$ cat src/rtl/tm1638_source_scheduler_pkg.sv
// rtl/tm1638_source_scheduler_pkg.sv - shared frame and scheduler types for the tm1638 source scheduler
package tm1638_source_scheduler_pkg;

  // Eight digits of eight segments each, and the eight discrete LEDs.
  typedef logic [63:0] segments_t;
  typedef logic [7:0]  leds_t;

  typedef enum logic [1:0] {
    S_IDLE,
    S_ISSUE,
    S_GAP
  } sched_state_t;

  typedef struct packed {
    segments_t seg;
    leds_t     leds;
  } frame_t;

  // Frame pushed to the driver when the display is blanked on a source change.
  localparam frame_t BLANK_FRAME = '0;

endpackage

$ cat src/rtl/tm1638_source_scheduler_if.sv
// rtl/tm1638_source_scheduler_if.sv - source-side and driver-side signal bundle of the scheduler
interface tm1638_source_scheduler_if #(
  parameter int NUM_SRC = 8
);
  import tm1638_source_scheduler_pkg::*;

  localparam int SEL_W = $clog2(NUM_SRC);

  // Source side
  segments_t          i_Segments [NUM_SRC];
  leds_t              i_Leds     [NUM_SRC];
  logic [NUM_SRC-1:0] i_Valid;
  logic               i_Next;
  logic               i_Auto_En;
  logic               i_Driver_Busy;

  // Driver side
  segments_t          o_Segments;
  leds_t              o_Leds;
  logic               o_Valid;
  logic [SEL_W-1:0]   o_Sel;
  logic [15:0]        o_Drop_Count;

  // Environment: sources, buttons and the driver.
  modport master (
    output i_Segments, i_Leds, i_Valid, i_Next, i_Auto_En, i_Driver_Busy,
    input  o_Segments, o_Leds, o_Valid, o_Sel, o_Drop_Count
  );

  // The scheduler itself.
  modport slave (
    input  i_Segments, i_Leds, i_Valid, i_Next, i_Auto_En, i_Driver_Busy,
    output o_Segments, o_Leds, o_Valid, o_Sel, o_Drop_Count
  );

endinterface

$ cat src/rtl/tm1638_sel_rotator.sv
// rtl/tm1638_sel_rotator.sv - source selection register with manual advance and auto-rotate timer
module tm1638_sel_rotator #(
  parameter int NUM_SRC     = 8,
  parameter int INIT_SEL    = 6,
  parameter int AUTO_CYCLES = 27_000_000,
  localparam int SEL_W      = $clog2(NUM_SRC)
) (
  input  logic             i_Clk,
  input  logic             i_Rst,
  input  logic             i_Next,
  input  logic             i_Auto_En,
  output logic [SEL_W-1:0] sel,
  output logic             switch_stb
);

  localparam int               AUTO_W    = $clog2(AUTO_CYCLES);
  localparam logic [AUTO_W-1:0] AUTO_LAST = AUTO_W'(AUTO_CYCLES - 1);
  localparam logic [SEL_W-1:0]  SEL_LAST  = SEL_W'(NUM_SRC - 1);
  localparam logic [SEL_W-1:0]  SEL_INIT  = SEL_W'(INIT_SEL);

  logic [AUTO_W-1:0] auto_cnt;
  logic              auto_tick;
  logic              advance;

  // A manual pulse and an auto tick landing together still move by one.
  always_comb begin
    auto_tick = i_Auto_En && (auto_cnt == AUTO_LAST);
    advance   = i_Next || auto_tick;
  end

  assign switch_stb = advance;

  // Selection wraps to 0 after the last source; the timer restarts on every advance.
  always_ff @(posedge i_Clk or posedge i_Rst) begin
    if (i_Rst) begin
      sel      <= SEL_INIT;
      auto_cnt <= '0;
    end else begin
      if (advance) begin
        sel <= (sel == SEL_LAST) ? '0 : sel + SEL_W'(1);
      end
      if (!i_Auto_En || advance) begin
        auto_cnt <= '0;
      end else begin
        auto_cnt <= auto_cnt + AUTO_W'(1);
      end
    end
  end

endmodule

$ cat src/rtl/tm1638_source_scheduler.sv
// rtl/tm1638_source_scheduler.sv - captures frames from the selected source and paces them into the tm1638 driver
module tm1638_source_scheduler
  import tm1638_source_scheduler_pkg::*;
#(
  parameter int NUM_SRC         = 8,
  parameter int INIT_SEL        = 6,
  parameter int MIN_GAP_CYCLES  = 16,
  parameter int AUTO_CYCLES     = 27_000_000,
  parameter int BLANK_ON_SWITCH = 1
) (
  input logic                     i_Clk,
  input logic                     i_Rst,
  tm1638_source_scheduler_if.slave bus
);

  localparam int              SEL_W    = $clog2(NUM_SRC);
  localparam int              GAP_W    = (MIN_GAP_CYCLES > 1) ? $clog2(MIN_GAP_CYCLES) : 1;
  localparam logic [GAP_W-1:0] GAP_LOAD = GAP_W'(MIN_GAP_CYCLES - 1);

  logic [SEL_W-1:0] sel;
  logic             switch_stb;

  sched_state_t     state;
  sched_state_t     next_state;

  frame_t           in_frame;
  logic             in_valid;
  logic             capture;
  logic             ready;

  frame_t           pend_frame;
  logic             pending;
  frame_t           out_frame;
  logic [GAP_W-1:0] gap_cnt;
  logic [15:0]      drop_cnt;

  logic             issue;
  logic             load;

  tm1638_sel_rotator #(
    .NUM_SRC    (NUM_SRC),
    .INIT_SEL   (INIT_SEL),
    .AUTO_CYCLES(AUTO_CYCLES)
  ) u_rotator (
    .i_Clk     (i_Clk),
    .i_Rst     (i_Rst),
    .i_Next    (bus.i_Next),
    .i_Auto_En (bus.i_Auto_En),
    .sel       (sel),
    .switch_stb(switch_stb)
  );

  // Look at the selected source only; its strobe is dropped in the cycle the selection moves.
  always_comb begin
    in_frame.seg  = bus.i_Segments[sel];
    in_frame.leds = bus.i_Leds[sel];
    in_valid      = bus.i_Valid[sel];
    capture       = in_valid && !switch_stb;
    ready         = pending && !bus.i_Driver_Busy;
  end

  // Scheduler state register.
  always_ff @(posedge i_Clk or posedge i_Rst) begin
    if (i_Rst) begin
      state <= S_IDLE;
    end else begin
      state <= next_state;
    end
  end

  // Next state: the last gap cycle hands straight to an issue so pulses sit MIN_GAP_CYCLES+1 apart.
  always_comb begin
    next_state = state;
    case (state)
      S_IDLE:  if (ready) next_state = S_ISSUE;
      S_ISSUE: next_state = S_GAP;
      S_GAP:   if (gap_cnt == '0) next_state = ready ? S_ISSUE : S_IDLE;
      default: next_state = S_IDLE;
    endcase
  end

  // Outputs of the FSM: the strobe while issuing and the output-register load just before it.
  always_comb begin
    issue = (state == S_ISSUE);
    load  = (next_state == S_ISSUE);
  end

  // Pending buffer: a switch discards it (optionally arming a blank), captures overwrite, a load consumes it.
  always_ff @(posedge i_Clk or posedge i_Rst) begin
    if (i_Rst) begin
      pend_frame <= '0;
      pending    <= 1'b0;
      drop_cnt   <= '0;
    end else begin
      if (switch_stb) begin
        pend_frame <= BLANK_FRAME;
        pending    <= (BLANK_ON_SWITCH != 0);
      end else if (capture) begin
        pend_frame <= in_frame;
        pending    <= 1'b1;
        if (pending && !load && (drop_cnt != 16'hFFFF)) begin
          drop_cnt <= drop_cnt + 16'd1;
        end
      end else if (load) begin
        pending <= 1'b0;
      end
    end
  end

  // Output frame register and inter-frame gap counter.
  always_ff @(posedge i_Clk or posedge i_Rst) begin
    if (i_Rst) begin
      out_frame <= '0;
      gap_cnt   <= '0;
    end else begin
      if (load) begin
        out_frame <= pend_frame;
      end
      if (state == S_ISSUE) begin
        gap_cnt <= GAP_LOAD;
      end else if ((state == S_GAP) && (gap_cnt != '0)) begin
        gap_cnt <= gap_cnt - GAP_W'(1);
      end
    end
  end

  assign bus.o_Segments   = out_frame.seg;
  assign bus.o_Leds       = out_frame.leds;
  assign bus.o_Valid      = issue;
  assign bus.o_Sel        = sel;
  assign bus.o_Drop_Count = drop_cnt;

endmodule

$ cat src/flat_wrapper.sv
// flat-port wrapper written by rule: the top's interface ports become plain ports
module tm1638_source_scheduler_flat import tm1638_source_scheduler_pkg::*;
#(
  parameter int NUM_SRC         = 8,
  parameter int INIT_SEL        = 6,
  parameter int MIN_GAP_CYCLES  = 16,
  parameter int AUTO_CYCLES     = 27_000_000,
  parameter int BLANK_ON_SWITCH = 1
)
  (i_Clk, i_Rst, bus_i_Segments, bus_i_Leds, bus_i_Valid, bus_i_Next, bus_i_Auto_En, bus_i_Driver_Busy, bus_o_Segments, bus_o_Leds, bus_o_Valid, bus_o_Sel, bus_o_Drop_Count);
  tm1638_source_scheduler_if #(.NUM_SRC(NUM_SRC)) bus_i ();
  input logic i_Clk;
  input logic i_Rst;
  input wire logic [$bits(bus_i.i_Segments)-1:0] bus_i_Segments;
  input wire logic [$bits(bus_i.i_Leds)-1:0] bus_i_Leds;
  input wire logic [$bits(bus_i.i_Valid)-1:0] bus_i_Valid;
  input wire logic [$bits(bus_i.i_Next)-1:0] bus_i_Next;
  input wire logic [$bits(bus_i.i_Auto_En)-1:0] bus_i_Auto_En;
  input wire logic [$bits(bus_i.i_Driver_Busy)-1:0] bus_i_Driver_Busy;
  output wire logic [$bits(bus_i.o_Segments)-1:0] bus_o_Segments;
  output wire logic [$bits(bus_i.o_Leds)-1:0] bus_o_Leds;
  output wire logic [$bits(bus_i.o_Valid)-1:0] bus_o_Valid;
  output wire logic [$bits(bus_i.o_Sel)-1:0] bus_o_Sel;
  output wire logic [$bits(bus_i.o_Drop_Count)-1:0] bus_o_Drop_Count;
  assign bus_i.i_Segments = {>>{bus_i_Segments}};
  assign bus_i.i_Leds = {>>{bus_i_Leds}};
  assign bus_i.i_Valid = bus_i_Valid;
  assign bus_i.i_Next = bus_i_Next;
  assign bus_i.i_Auto_En = bus_i_Auto_En;
  assign bus_i.i_Driver_Busy = bus_i_Driver_Busy;
  assign bus_o_Segments = bus_i.o_Segments;
  assign bus_o_Leds = bus_i.o_Leds;
  assign bus_o_Valid = bus_i.o_Valid;
  assign bus_o_Sel = bus_i.o_Sel;
  assign bus_o_Drop_Count = bus_i.o_Drop_Count;
  tm1638_source_scheduler #(.NUM_SRC(NUM_SRC), .INIT_SEL(INIT_SEL), .MIN_GAP_CYCLES(MIN_GAP_CYCLES), .AUTO_CYCLES(AUTO_CYCLES), .BLANK_ON_SWITCH(BLANK_ON_SWITCH)) u_core (.i_Clk(i_Clk), .i_Rst(i_Rst), .bus(bus_i));
endmodule
$ cat config.mk
export PLATFORM = sky130hd
export DESIGN_NAME = tm1638_source_scheduler_flat
export DESIGN_NICKNAME = d
export VERILOG_FILES = /design/src/rtl/tm1638_source_scheduler_pkg.sv /design/src/rtl/tm1638_source_scheduler_if.sv /design/src/rtl/tm1638_sel_rotator.sv /design/src/rtl/tm1638_source_scheduler.sv /design/src/flat_wrapper.sv
export SDC_FILE = /design/constraint.sdc
export NUM_CORES = 1
export LEC_CHECK = 0
export BUFFER_PORTS_ARGS = -buffer_cell sky130_fd_sc_hd__clkbuf_2
export CORE_AREA = 5 5 265 267
export CTS_BUF_LIST = sky130_fd_sc_hd__clkbuf_16
export DETAILED_ROUTE_END_ITERATION = 10
export DIE_AREA = 0 0 270 272
export SLEW_MARGIN = 20
export SYNTH_ARGS = -nofsm -noshare
export SYNTH_HDL_FRONTEND = slang
export SYNTH_SLANG_ARGS = --single-unit
$ cat constraint.sdc
create_clock -name i_Clk -period 10.8 [get_ports i_Clk]
set_input_delay 0.54 -clock i_Clk [delete_from_list [all_inputs] [get_ports i_Clk]]
set_output_delay 0.54 -clock i_Clk [all_outputs]
set_load 0.01 [all_outputs]
=== After elaboration in Yosys (flattened, before gate mapping) ===
Index checks and enable logic that the tools add are counted.

* Flip-flop bits (word level): 195
* Bits of input ports: 589
* Output and inout port bits: 92
* Word-level logic and storage cells: 64

* $add $sub $neg: 4
* $lt $le $gt $ge: 2
* Equal/unequal tests: 6
* Multiplexer cells: 21
* Bitwise logic cells: 2
* Reduce and logical (&&, ||, !) cells: 19

{| class="wikitable"
|+ Operators with widths
! cell !! number
|-
| binary-select mux 64 bit (select 3 bit) || 1
|-
| two-way mux 72 bit || 2
|-
| two-way mux 64 bit || 2
|-
| adder 25 x 1 -> 25 bit (second input constant) || 1
|-
| == test 25 bit (second input constant) || 1
|-
| two-way mux 25 bit || 1
|-
| binary-select mux 8 bit (select 3 bit) || 1
|-
| adder 16 x 1 -> 16 bit (second input constant) || 1
|-
| two-way mux 8 bit || 2
|-
| != test 16 bit (second input constant) || 1
|-
| two-way mux 4 bit || 2
|-
| logical AND 1 bit || 6
|-
| one-hot mux 2 bit (3 select lines) || 1
|-
| two-way mux 1 bit || 5
|-
| == test 2 x 1 -> 1 bit (second input constant) || 2
|-
| greater-or-equal comparator 4 bit (second input constant) || 1
|-
| zero test 1 bit || 4
|-
| zero test 4 bit || 1
|-
| < comparator 3 x 4 -> 1 bit (second input constant) || 1
|-
| two-way mux 2 bit || 2
|-
| inverter 3 -> 4 bit || 1
|-
| nonzero test 2 bit || 2
|-
| nonzero test 4 bit || 1
|-
| subtractor 4 x 1 -> 4 bit (second input constant) || 1
|-
| other kinds (10) || 11
|}

=== Longest topological paths before layout ===
Gate-level depths: netlist of run 1.

* Depth in word-level cells: 10
* Gate-level depth with buffers: 10
* Mapped depth without buffers: 7

=== Cells and area by module ===
A second synthesis of run 1 with hierarchy kept.

* Cell total of the unflattened synthesis: 918
* Area total of the unflattened synthesis: 12164.2 sq um

{| class="wikitable"
|+ Modules (own cells, without submodules)
! module !! instances !! cells each !! area each (sq um) !! sequential area each (sq um)
|-
| tm1638_source_scheduler || 1 || 764 || 10662.7 || 4179.0
|-
| tm1638_sel_rotator || 1 || 154 || 1501.4 || 703.2
|}

=== Worst setup path after synthesis of run 1 ===
Ideal clock, no wire load.

* Path type: register to register
* Start: reg u_core.u_rotator.sel[1]
* End: reg u_core.drop_cnt[1] (netlist: u_core.bus.o_Drop_Count[1])
* Library setup time: 128 ps
* Data arrival time: 2340 ps
* Data required time: 10672 ps
* Path slack: 8332 ps
* Stages on the path, launching flop included: 10
* Buffers on the path: 4
* Clock period less this slack: 2468 ps
* Path through: dfstp_2 > clkbuf_1 > inv_1 > mux2_2 > buf_6 > inv_2 > or4_1 > buf_4 > buf_6 > mux2_1

* Cells in the longest elaborated chain, start to end: 4

{| class="wikitable"
|+ Ends and longest elaborated chain
! what !! RTL line !! RTL
|-
| start: declaration || tm1638_sel_rotator.sv:12 || <nowiki>output logic [SEL_W-1:0] sel,</nowiki>
|-
| start signal: assignment || tm1638_sel_rotator.sv:40 || <nowiki>sel <= (sel == SEL_LAST) ? '0 : sel + SEL_W'(1);</nowiki>
|-
| binary-select mux 1 bit (select 3 bit) || tm1638_source_scheduler.sv:57 || <nowiki>in_valid = bus.i_Valid[sel];</nowiki>
|-
| two-way mux 1 bit (implied by the code) || tm1638_source_scheduler.sv:57 ||
|-
| logical AND 1 bit || tm1638_source_scheduler.sv:58 || <nowiki>capture = in_valid && !switch_stb;</nowiki>
|-
| AND reduction 3 bit (no line) || n/a ||
|-
| end signal: assignment || tm1638_source_scheduler.sv:102 || <nowiki>drop_cnt <= drop_cnt + 16'd1;</nowiki>
|-
| end: declaration || tm1638_source_scheduler.sv:35 || <nowiki>logic [15:0] drop_cnt;</nowiki>
|}

No other way between the ends. The select of a mux whose other input is x is not followed.
A chain may end at the register's enable or synchronous reset.

=== Worst setup path in the final report of run 1 ===
* Start: reg u_core.u_rotator.sel[0]
* End: reg u_core.drop_cnt[11] (netlist: u_core.bus.o_Drop_Count[11])

The elaborated chain is that of the path after synthesis.

==> results.sh, run 1 <==
export IMPL_num_vias=10627
export IMPL_clk_pin_slew_ns=0.08
export IMPL_dpl_cell_area_sq_um=16300
export IMPL_skew_ns=0.0228
export IMPL_postRouteAntennaNets=0
export IMPL_drt_iter0_drc=621
export IMPL_slew_viol_final=0
export IMPL_status="complete, no violations"
export IMPL_coreArea_sq_um=67900
export IMPL_leakagePower_uw=0.00807
export IMPL_min_path_type="input port to asynchronous set/reset pin"
export IMPL_grt_pass1_vias=11476
export IMPL_drive_gt1_frac=0.624
export IMPL_grt_max_degree=78
export IMPL_synth_area_sq_um=12000
export IMPL_maxCapViolations=0
export IMPL_synth_area_per_cell_sq_um=13.5
export IMPL_crit_path_end_kind="flop"
export IMPL_cp_start_kind="flop"
export IMPL_clock_sinks=195
export IMPL_setup_tns_ns=0
export IMPL_antenna_found_initial=15
export IMPL_required_ns=11.20
export IMPL_grt_use_total=0.128
export IMPL_relSlewSlack=0.350
export IMPL_cts_buffers=17
export IMPL_cp_arrival_ns=4.02
export IMPL_post_cts_resized=0
export IMPL_finalHoldViolCount=0
export IMPL_syn2layout_area_growth_pct=41.3
export IMPL_die_w_um=270
export IMPL_cts_hold_buf=0
export IMPL_routedWlPerCell_um=20.0
export IMPL_ir_drop_mv=0.194
export IMPL_die_h_um=272
export IMPL_yosysWarnings=0
export IMPL_critical_path_class="flop to flop"
export IMPL_finalPower_uw=3910
export IMPL_die_area_sq_um=73400
export IMPL_grt_overflow=0
export IMPL_setup_viol=0
export IMPL_dp_cells=2389
export IMPL_yosysSeqAreaShare=0.406
export IMPL_ys_flop_type="dfrtp_1"
export IMPL_async_flop_share=1.00
export IMPL_synth_area_top_cells="dfrtp_1 40%, mux4_2 27%, mux2_2 7.0%, mux2i_1 6.0%, a211oi_1 4.5%"
export IMPL_synth_area_leader_cell="dfrtp_1"
export IMPL_insertion_delay_ns=0.49
export IMPL_cts_setup_buffers=0
export IMPL_synth_most_common_cell="dfrtp_1"
export IMPL_dp_hpwl_um=40300
export IMPL_synthDistinctLibCells=43
export IMPL_power_density_nw_per_um2=230
export IMPL_clock_fmax_mhz=276
export IMPL_via_per_inst=4.37
export IMPL_io_pins=681
export IMPL_yosys_area_top_type_share=0.402
export IMPL_ys_top_cells_by_count="193 x dfrtp_1, 146 x mux4_2, 108 x nor2_1"
export IMPL_cts_path_max_buffers=2
export IMPL_synthCells=893
export IMPL_port_buffers=680
export IMPL_grt_pass1_wl_um=71200
export IMPL_worst_pin_slew_ns=0.975
export IMPL_cp_max_fo=38
export IMPL_route_detailed_drc=0
export IMPL_synth_edf_count=0
export IMPL_h_tree_depth=4
export IMPL_design_area_sq_um=17000
export IMPL_fin_nets=2121
export IMPL_rsz0062_at_grt="false"
export IMPL_cts_root_buf="clkbuf_16"
export IMPL_drtPass1Iterations=5
export IMPL_min_period_ns=3.62
export IMPL_post_layout_nonfiller_instances=2431
export IMPL_totalWireLength_um=48500
export IMPL_syn_nets=1487
export IMPL_cts_tree="yes"
export IMPL_rows=96
export IMPL_ys_ff_latch=195
export IMPL_period_share=0.335
export IMPL_routabilityCongestion=1.03
export IMPL_start_util=0.177
[final timing paths]
| check | from | endpoint | slack (ns) | depth (start not counted) |
|---|---|---|---|---|
| min in group i_Clk | bus_i_Auto_En | u_core.u_rotator.auto_cnt[1] | 0.39 | 2 |
| worst min-delay path | i_Rst | u_core.pend_frame[16] | 0.10 | 2 |
| worst max-delay path | u_core.u_rotator.sel[0] | u_core.bus.o_Drop_Count[11] | 7.18 | 7 |
| max in group asynchronous | i_Rst | u_core.u_rotator.sel[0] | 9.43 | 3 |
| worst min register to register | u_core.pend_frame[70] | u_core.bus.o_Segments[62] | 0.50 | 1 |
| worst max register to register | u_core.u_rotator.sel[0] | u_core.bus.o_Drop_Count[11] | 7.18 | 7 |
[metal layers]
layer | track usage | vias up | wire length (um)
met4 | 0.0471 | 10 | 1430
li1 | - | 4761 | -
met3 | 0.0631 | 68 | 5080
met2 | 0.212 | 537 | 23500
met1 | 0.142 | 5251 | 18500
met5 | 0 | - | 60
[where the power goes]
part           total, uW  internal (uW)  switching, uW  leakage [uW]
Combinational       2040           1060            981       0.00527
Clock                653            329            324      0.000283
Sequential          1210            973            242       0.00251
[per-stage QoR]
stage | setup WS, ns | util | hold WS [ns]
floorplan | 4.95 | - | 0.476
global placement | 7.20 | 0.241 | 0.488
detailed placement | 7.13 | 0.241 | 0.492
CTS | 7.12 | 0.250 | 0.0590
global route | 6.85 | 0.250 | 0.103
finish | 7.18 | 0.250 | 0.104
[logic make-up (layout without fill, tap and decap cells)]
kind of cell,count (synthesis),in the layout,synth area share
buf+inv,94,741,0.0321
flops,195,195,0.406
fa+ha+maj,5,5,0.00520
compound gates,84,84,0.0519
other cells,0,9,0
mux,294,294,0.405
xor+xnor,39,39,0.0284
simple gates,182,182,0.0717
[cell usage in the layout, fill, tap and decap left out, types with 4 or more instances in the layout]
cell       instances
mux2_2            74
clkbuf_2         680
nand4_1            9
clkbuf_16         17
buf_4             12
mux2i_1           72
xnor2_1           14
nor4_2             5
xor2_1            25
a211oi_1          72
and3_1             4
nand2_1           14
dfrtp_1          192
nand3_1           18
inv_8              5
nor3_1             6
inv_1             14
mux4_2           146
nor2_1           108
diode_2            9
ha_1               5
[worst max-delay path: stages, from the launching register on]
cell and delay [ns]:
dfrtp_4 0.61, buf_4 0.61, mux4_2 0.36, mux2_4 0.42
inv_2 0.07, or4_1 0.85, nor4_2 0.38, xor2_1 0.17
[area by class of cell]
type / instances / area, sq um
inverter: 16 / 67.6
antenna: 9 / 22.5
tap: 882 / 1100
timing repair buffer: 693 / 3520
clock inverter: 15 / 173
fill: 7139 / 50900
sequential: 195 / 4890
clock buffer: 17 / 425
multi-input combinational: 604 / 6780
[state kept, by name, summed over array words and instances (netlist names)]
name / cells
u_core.bus.o_Segments: 64
u_core.state: 2
u_core.pend_frame: 72
u_core.u_rotator.sel: 3
u_core.pending: 1
u_core.bus.o_Leds: 8
u_core.u_rotator.auto_cnt: 25
u_core.bus.o_Drop_Count: 16
u_core.gap_cnt: 4
Note: power is estimated with default switching activity, not from simulation.
==> inputs of run 2 (changes only) <==
--- a/config.mk
+++ b/config.mk
@@ -6,10 +6,10 @@
 export NUM_CORES = 1
 export LEC_CHECK = 0
 export BUFFER_PORTS_ARGS = -buffer_cell sky130_fd_sc_hd__clkbuf_2
-export CORE_AREA = 5 5 265 267
+export CORE_AREA = 5 5 266 268
 export CTS_BUF_LIST = sky130_fd_sc_hd__clkbuf_16
 export DETAILED_ROUTE_END_ITERATION = 10
-export DIE_AREA = 0 0 270 272
+export DIE_AREA = 0 0 271 273
 export SLEW_MARGIN = 20
 export SYNTH_ARGS = -nofsm -noshare
 export SYNTH_HDL_FRONTEND = slang
==> constraint.sdc (replaced) <==
create_clock -name i_Clk -period 2.99 [get_ports i_Clk]
set_input_delay 0.1495 -clock i_Clk [delete_from_list [all_inputs] [get_ports i_Clk]]
set_output_delay 0.1495 -clock i_Clk [all_outputs]
set_load 0.01 [all_outputs]
==> run 2 against run 1 <==
- via count down 1.5%
- clock power increased to 3.5 times the previous value
- utilization is essentially flat
- fmax rose by 33%
- sequential cell count did not move
- wire length grew 3.2%
- clock-buffer cell count did not move
- final cell count barely moved
- sequential share of layout area fell by 0.14 points
- power rose to 3.7 times the previous value
- critical path depth down 1
- highest routed layer unchanged
- setup slack worse by 6.9 ns
==> results.sh, run 2 (synthesis gave the netlist of run 1 again) <==
export IMPL_status="complete, no violations"
export IMPL_critical_path_class="flop to flop"
export IMPL_met1_usage=0.157
export IMPL_routabilityCongestion=0.950
export IMPL_setup_viol=0
export IMPL_insertion_delay_ns=0.49
export IMPL_dpl_cell_area_sq_um=16500
export IMPL_largest_reg_flops=72
export IMPL_min_path_type="input port to flop"
export IMPL_cp_start_kind="flop"
export IMPL_min_period_ns=2.72
export IMPL_grt_use_met2=0.219
export IMPL_die_w_um=271
export IMPL_power_density_nw_per_um2=839
export IMPL_fin_nets=2125
export IMPL_grt_pass1_wl_um=73500
export IMPL_leakagePower_uw=0.00811
export IMPL_clock_fmax_mhz=368
export IMPL_grt_max_degree=147
export IMPL_busiest_layer="met2"
export IMPL_cp_top_family="multiplexers"
export IMPL_routedWlPerCell_um=20.6
export IMPL_timing_hold_ws_ns=0.0580
export IMPL_utilization=0.251
export IMPL_slew_viol_final=0
export IMPL_syn2layout_area_growth_pct=42.0
export IMPL_cts_tree="yes"
export IMPL_period_share=0.909
export IMPL_drtPass1Iterations=4
export IMPL_required_ns=3.35
export IMPL_coreArea_sq_um=68100
export IMPL_rsz0062_at_grt="false"
export IMPL_ir_drop_mv=0.740
export IMPL_die_area_sq_um=74000
export IMPL_start_util=0.177
export IMPL_worst_pin_slew_ns=0.834
export IMPL_finalHoldViolCount=0
export IMPL_grt_use_total=0.132
export IMPL_path_buf_inv=2
export IMPL_die_h_um=273
export IMPL_totalWireLength_um=50100
export IMPL_clock_sinks=195
export IMPL_layout_common_cells="680 x clkbuf_2, 192 x dfrtp_1, 146 x mux4_2"
export IMPL_fillCellCount=7178
export IMPL_antenna_found_initial=9
export IMPL_crit_path_end_kind="flop"
export IMPL_dp_cells=2392
export IMPL_worstPathCellList="mux4_2, mux2_8, inv_2, or4_1, buf_4, mux2_1"
export IMPL_cts_path_max_buffers=2
export IMPL_port_buffers=680
export IMPL_cp_max_fo=13
export IMPL_rows=96
export IMPL_postRouteAntennaNets=0
export IMPL_setup_tns_ns=0
export IMPL_worst_path_largest_cell_delay_ns=0.52
export IMPL_grt_pass1_vias=11682
export IMPL_io_pins=681
export IMPL_cts_buffers=17
export IMPL_final_common_cell="clkbuf_2"
export IMPL_cp_arrival_ns=3.08
export IMPL_h_tree_depth=4
export IMPL_num_vias=10466
export IMPL_cp_slowest_cell="mux4_2"
export IMPL_drt_iter0_drc=464
export IMPL_grt_use_met3=0.0447
export IMPL_via_per_inst=4.31
export IMPL_grt_overflow=0
export IMPL_clk_pin_slew_ns=0.08
export IMPL_relSlewSlack=0.444
export IMPL_route_detailed_drc=0
export IMPL_cts_root_buf="clkbuf_16"
export IMPL_top_register="u_core.pend_frame"
export IMPL_design_area_sq_um=17100
export IMPL_maxCapViolations=0
export IMPL_skew_ns=0.0223
export IMPL_post_layout_nonfiller_instances=2430
export IMPL_drive_gt1_frac=0.624
export IMPL_dp_hpwl_um=42400
==> run 2: cell types whose count changed in the layout (fill, tap and decap cells not counted), sizes merged <==
cell         delta
dlygate4sd3     +2
clkinvlp        -1
inv             +6
buf             +2
clkinv          -4
bufinv          -1
diode           -5
==> run 2: path summary, 6_finish.rpt <==
check,end,start,slack [ns],cells after the start
max in group asynchronous,u_core.bus.o_Leds[0],i_Rst,1.76,4
worst min-delay path,u_core.pending,bus_i_Driver_Busy,0.06,3
worst max register to register,u_core.bus.o_Drop_Count[1],u_core.u_rotator.sel[0],0.27,6
worst min register to register,u_core.bus.o_Segments[60],u_core.pend_frame[68],0.51,1
min in group asynchronous,u_core.bus.o_Segments[34],i_Rst,0.35,3
worst max-delay path,u_core.bus.o_Drop_Count[1],u_core.u_rotator.sel[0],0.27,6
==> run 2: timing repair <==
item	CTS	global route
setup buffers	0	0
endpoints found under the hold margin	23	0
endpoints found under the setup margin	0	32
hold buffers	2	0
resized for setup	0	1
==> run 2: area by class of cell <==
type                            count  area, sq um  area share
Inverter                           16         63.8     0.00374
Sequential cell                   195         4890       0.287
Multi-Input combinational cell    604         6790       0.398
Antenna cell                        4         10.0    0.000586
Tap cell                          882         1100      0.0647
Timing Repair Buffer              697         3630       0.213
Clock buffer                       17          425      0.0249
Clock inverter                     15          153     0.00894
==> run 2: layer usage <==
metal,up-vias,part of all wire
met2,474,0.48
met5,-,0.00046
met4,4,0.034
met1,5156,0.40
met3,71,0.086
li1,4761,-
==> run 2: report_power, final <==
part / total, uW / internal [uW] / switching (uW)
logic: 7950 / 3930 / 4020
registers: 4050 / 3510 / 547
clock network: 2310 / 1120 / 1200
==> run 2: stage by stage <==
stage	total power, uW	setup WS [ns]
after floorplan	9730	0.324
after global placement	12000	0.253
after detailed placement	12200	0.133
after CTS	14700	0.110
after global routing	15400	0.110
final	14300	0.271
==> run 2: worst register-to-register path, delay by kind of cell, from the launching register on <==
kind / cells / cell delay [ns]
flops: 1 / 0.48
buf+inv: 2 / 0.42
simple gates: 1 / 0.53
mux: 3 / 1.17
==> inputs of run 3 (changes only) <==
--- a/config.mk
+++ b/config.mk
@@ -10,6 +10,7 @@
 export CTS_BUF_LIST = sky130_fd_sc_hd__clkbuf_16
 export DETAILED_ROUTE_END_ITERATION = 10
 export DIE_AREA = 0 0 271 273
+export PLACE_DENSITY = 0.44
 export SLEW_MARGIN = 20
 export SYNTH_ARGS = -nofsm -noshare
 export SYNTH_HDL_FRONTEND = slang
==> run 3 against run 2 <==
- sequential power about the same
- critical path depth up 1
- clock-buffer cell count unchanged
- wire length about the same
- clock power up 4%
- register-to-register slack better by 0.30 ns
- worst hold slack better by 0.20 ns
- first-iteration DRC count up 4.3%
==> results.sh, run 3 (synthesis gave the netlist of run 1 again) <==
export IMPL_via_per_inst=4.27
export IMPL_period_share=0.809
export IMPL_min_period_ns=2.42
export IMPL_start_util=0.177
export IMPL_die_area_sq_um=74000
export IMPL_setup_tns_ns=0
export IMPL_clk_pin_slew_ns=0.09
export IMPL_post_layout_nonfiller_instances=2432
export IMPL_routedWlPerCell_um=20.6
export IMPL_clock_fmax_mhz=414
export IMPL_num_vias=10379
export IMPL_antenna_found_initial=6
export IMPL_r2r_cells=7
export IMPL_grt_pass1_wl_um=73000
export IMPL_io_pins=681
export IMPL_finalHoldViolCount=0
export IMPL_port_buffers=680
export IMPL_maxCapViolations=0
export IMPL_rr_startpoint="u_core.u_rotator.sel[0]"
export IMPL_status="complete, no violations"
export IMPL_route_detailed_drc=0
export IMPL_routabilityCongestion=0.946
export IMPL_ir_drop_mv=0.828
export IMPL_drt_iter0_drc=484
export IMPL_power_density_nw_per_um2=839
export IMPL_largest_reg_flops=72
export IMPL_rsz0062_at_grt="false"
export IMPL_critical_path_class="flop to flop"
export IMPL_worst_pin_slew_ns=0.751
export IMPL_coreArea_sq_um=68100
export IMPL_cp_arrival_ns=2.81
export IMPL_drtPass1Iterations=5
export IMPL_slew_viol_final=0
export IMPL_die_w_um=271
export IMPL_skew_ns=0.0292
export IMPL_final_common_cell="clkbuf_2"
export IMPL_cts_buffers=17
export IMPL_cts_path_max_buffers=2
export IMPL_cts_setup_buffers=0
export IMPL_cts_tree="yes"
export IMPL_insertion_delay_ns=0.49
export IMPL_required_ns=3.39
export IMPL_cts_root_buf="clkbuf_16"
export IMPL_clock_sinks=195
export IMPL_cp_start_kind="flop"
export IMPL_totalWireLength_um=50000
export IMPL_fin_nets=2129
export IMPL_h_tree_depth=4
export IMPL_cp_max_fo=16
export IMPL_syn2layout_area_growth_pct=42.6
export IMPL_postRouteAntennaNets=0
export IMPL_grt_pass1_vias=11330
export IMPL_crit_path_end_kind="flop"
export IMPL_top_register="u_core.pend_frame"
export IMPL_dp_cells=2395
export IMPL_relSlewSlack=0.499
export IMPL_min_path_type="input port to asynchronous set/reset pin"
export IMPL_leakagePower_uw=0.00815
export IMPL_setup_viol=0
export IMPL_die_h_um=273
export IMPL_grt_use_total=0.131
export IMPL_grt_overflow=0
export IMPL_drive_gt1_frac=0.625
export IMPL_dp_hpwl_um=41100
export IMPL_ff2ff_setup_slack_ns=0.57
export IMPL_utilization=0.252
export IMPL_layout_common_cells="680 x clkbuf_2, 192 x dfrtp_1, 146 x mux4_2"
export IMPL_grt_max_degree=145
export IMPL_reg2reg_to="u_core.bus.o_Drop_Count[11]"
export IMPL_rows=96
-- run 3: report_power, final --
part           total [uW]  switching, uW  internal [uW]
sequential           4050            542           3510
clock                2410           1210           1200
combinational        7920           3950           3970
-- run 3: how the worst max path moves through the flow --
| stage | from | endpoint | slack [ns] | cells past startpoint |
|---|---|---|---|---|
| 5_1_grt | u_core.u_rotator.sel[0] | u_core.bus.o_Drop_Count[13] | 0.44 | 7 |
| 4_1_cts | u_core.u_rotator.sel[0] | u_core.bus.o_Drop_Count[11] | 0.57 | 7 |
| 3_5_place_dp | u_core.u_rotator.sel[0] | u_core.bus.o_Drop_Count[11] | 0.58 | 7 |
| 2_1_floorplan | i_Rst | u_core.bus.o_Drop_Count[0] | 0.32 | 1 |
| 3_3_place_gp | u_core.u_rotator.sel[0] | u_core.bus.o_Drop_Count[11] | 0.58 | 7 |
| 6_report | u_core.u_rotator.sel[0] | u_core.bus.o_Drop_Count[11] | 0.57 | 7 |
-- run 3: area by class of cell --
cell class / count / area [sq um]
Tap cell: 882 / 1100
Clock inverter: 15 / 183
Sequential cell: 195 / 4890
Multi-Input combinational cell: 604 / 6790
Clock buffer: 17 / 425
Fill cell: 7214 / 51000
Timing Repair Buffer: 701 / 3680
Antenna cell: 2 / 5.00
Inverter: 16 / 63.8
-- run 3: critical path, cell delays in order, from the launching register on --
cell and delay (ns):
dfrtp_4 0.54, mux4_2 0.38, mux2_8 0.19, inv_2 0.04
or4_1 0.50, buf_4 0.22, nor4_2 0.28, xor2_1 0.17
-- run 3: through the flow --
| stage | power [uW] | instance area [sq um] | hold slack [ns] | setup WS [ns] |
|---|---|---|---|---|
| floorplan | 9730 | 12000 | 0.303 | 0.324 |
| global placement | 12100 | 16500 | 0.218 | 0.577 |
| detailed placement | 12200 | 16500 | 0.214 | 0.583 |
| CTS | 14700 | 17100 | 0.212 | 0.569 |
| global route | 15500 | 17100 | 0.268 | 0.438 |
| finish | 14400 | 17100 | 0.254 | 0.572 |
-- run 3: what timing repair did --
action / 4_1_cts / 5_1_grt
hold buffers: 3 / 0
resized for setup: 0 / 0
endpoints found under the hold margin: 21 / 0
-- run 3: routing by layer --
layer / wire length, um / vias up / track usage
met4: 854 / 2 / 0.0367
met3: 4540 / 40 / 0.0512
met2: 25100 / 447 / 0.222
met1: 19500 / 5123 / 0.157
met5: 13 / - / 0
li1: - / 4767 / -
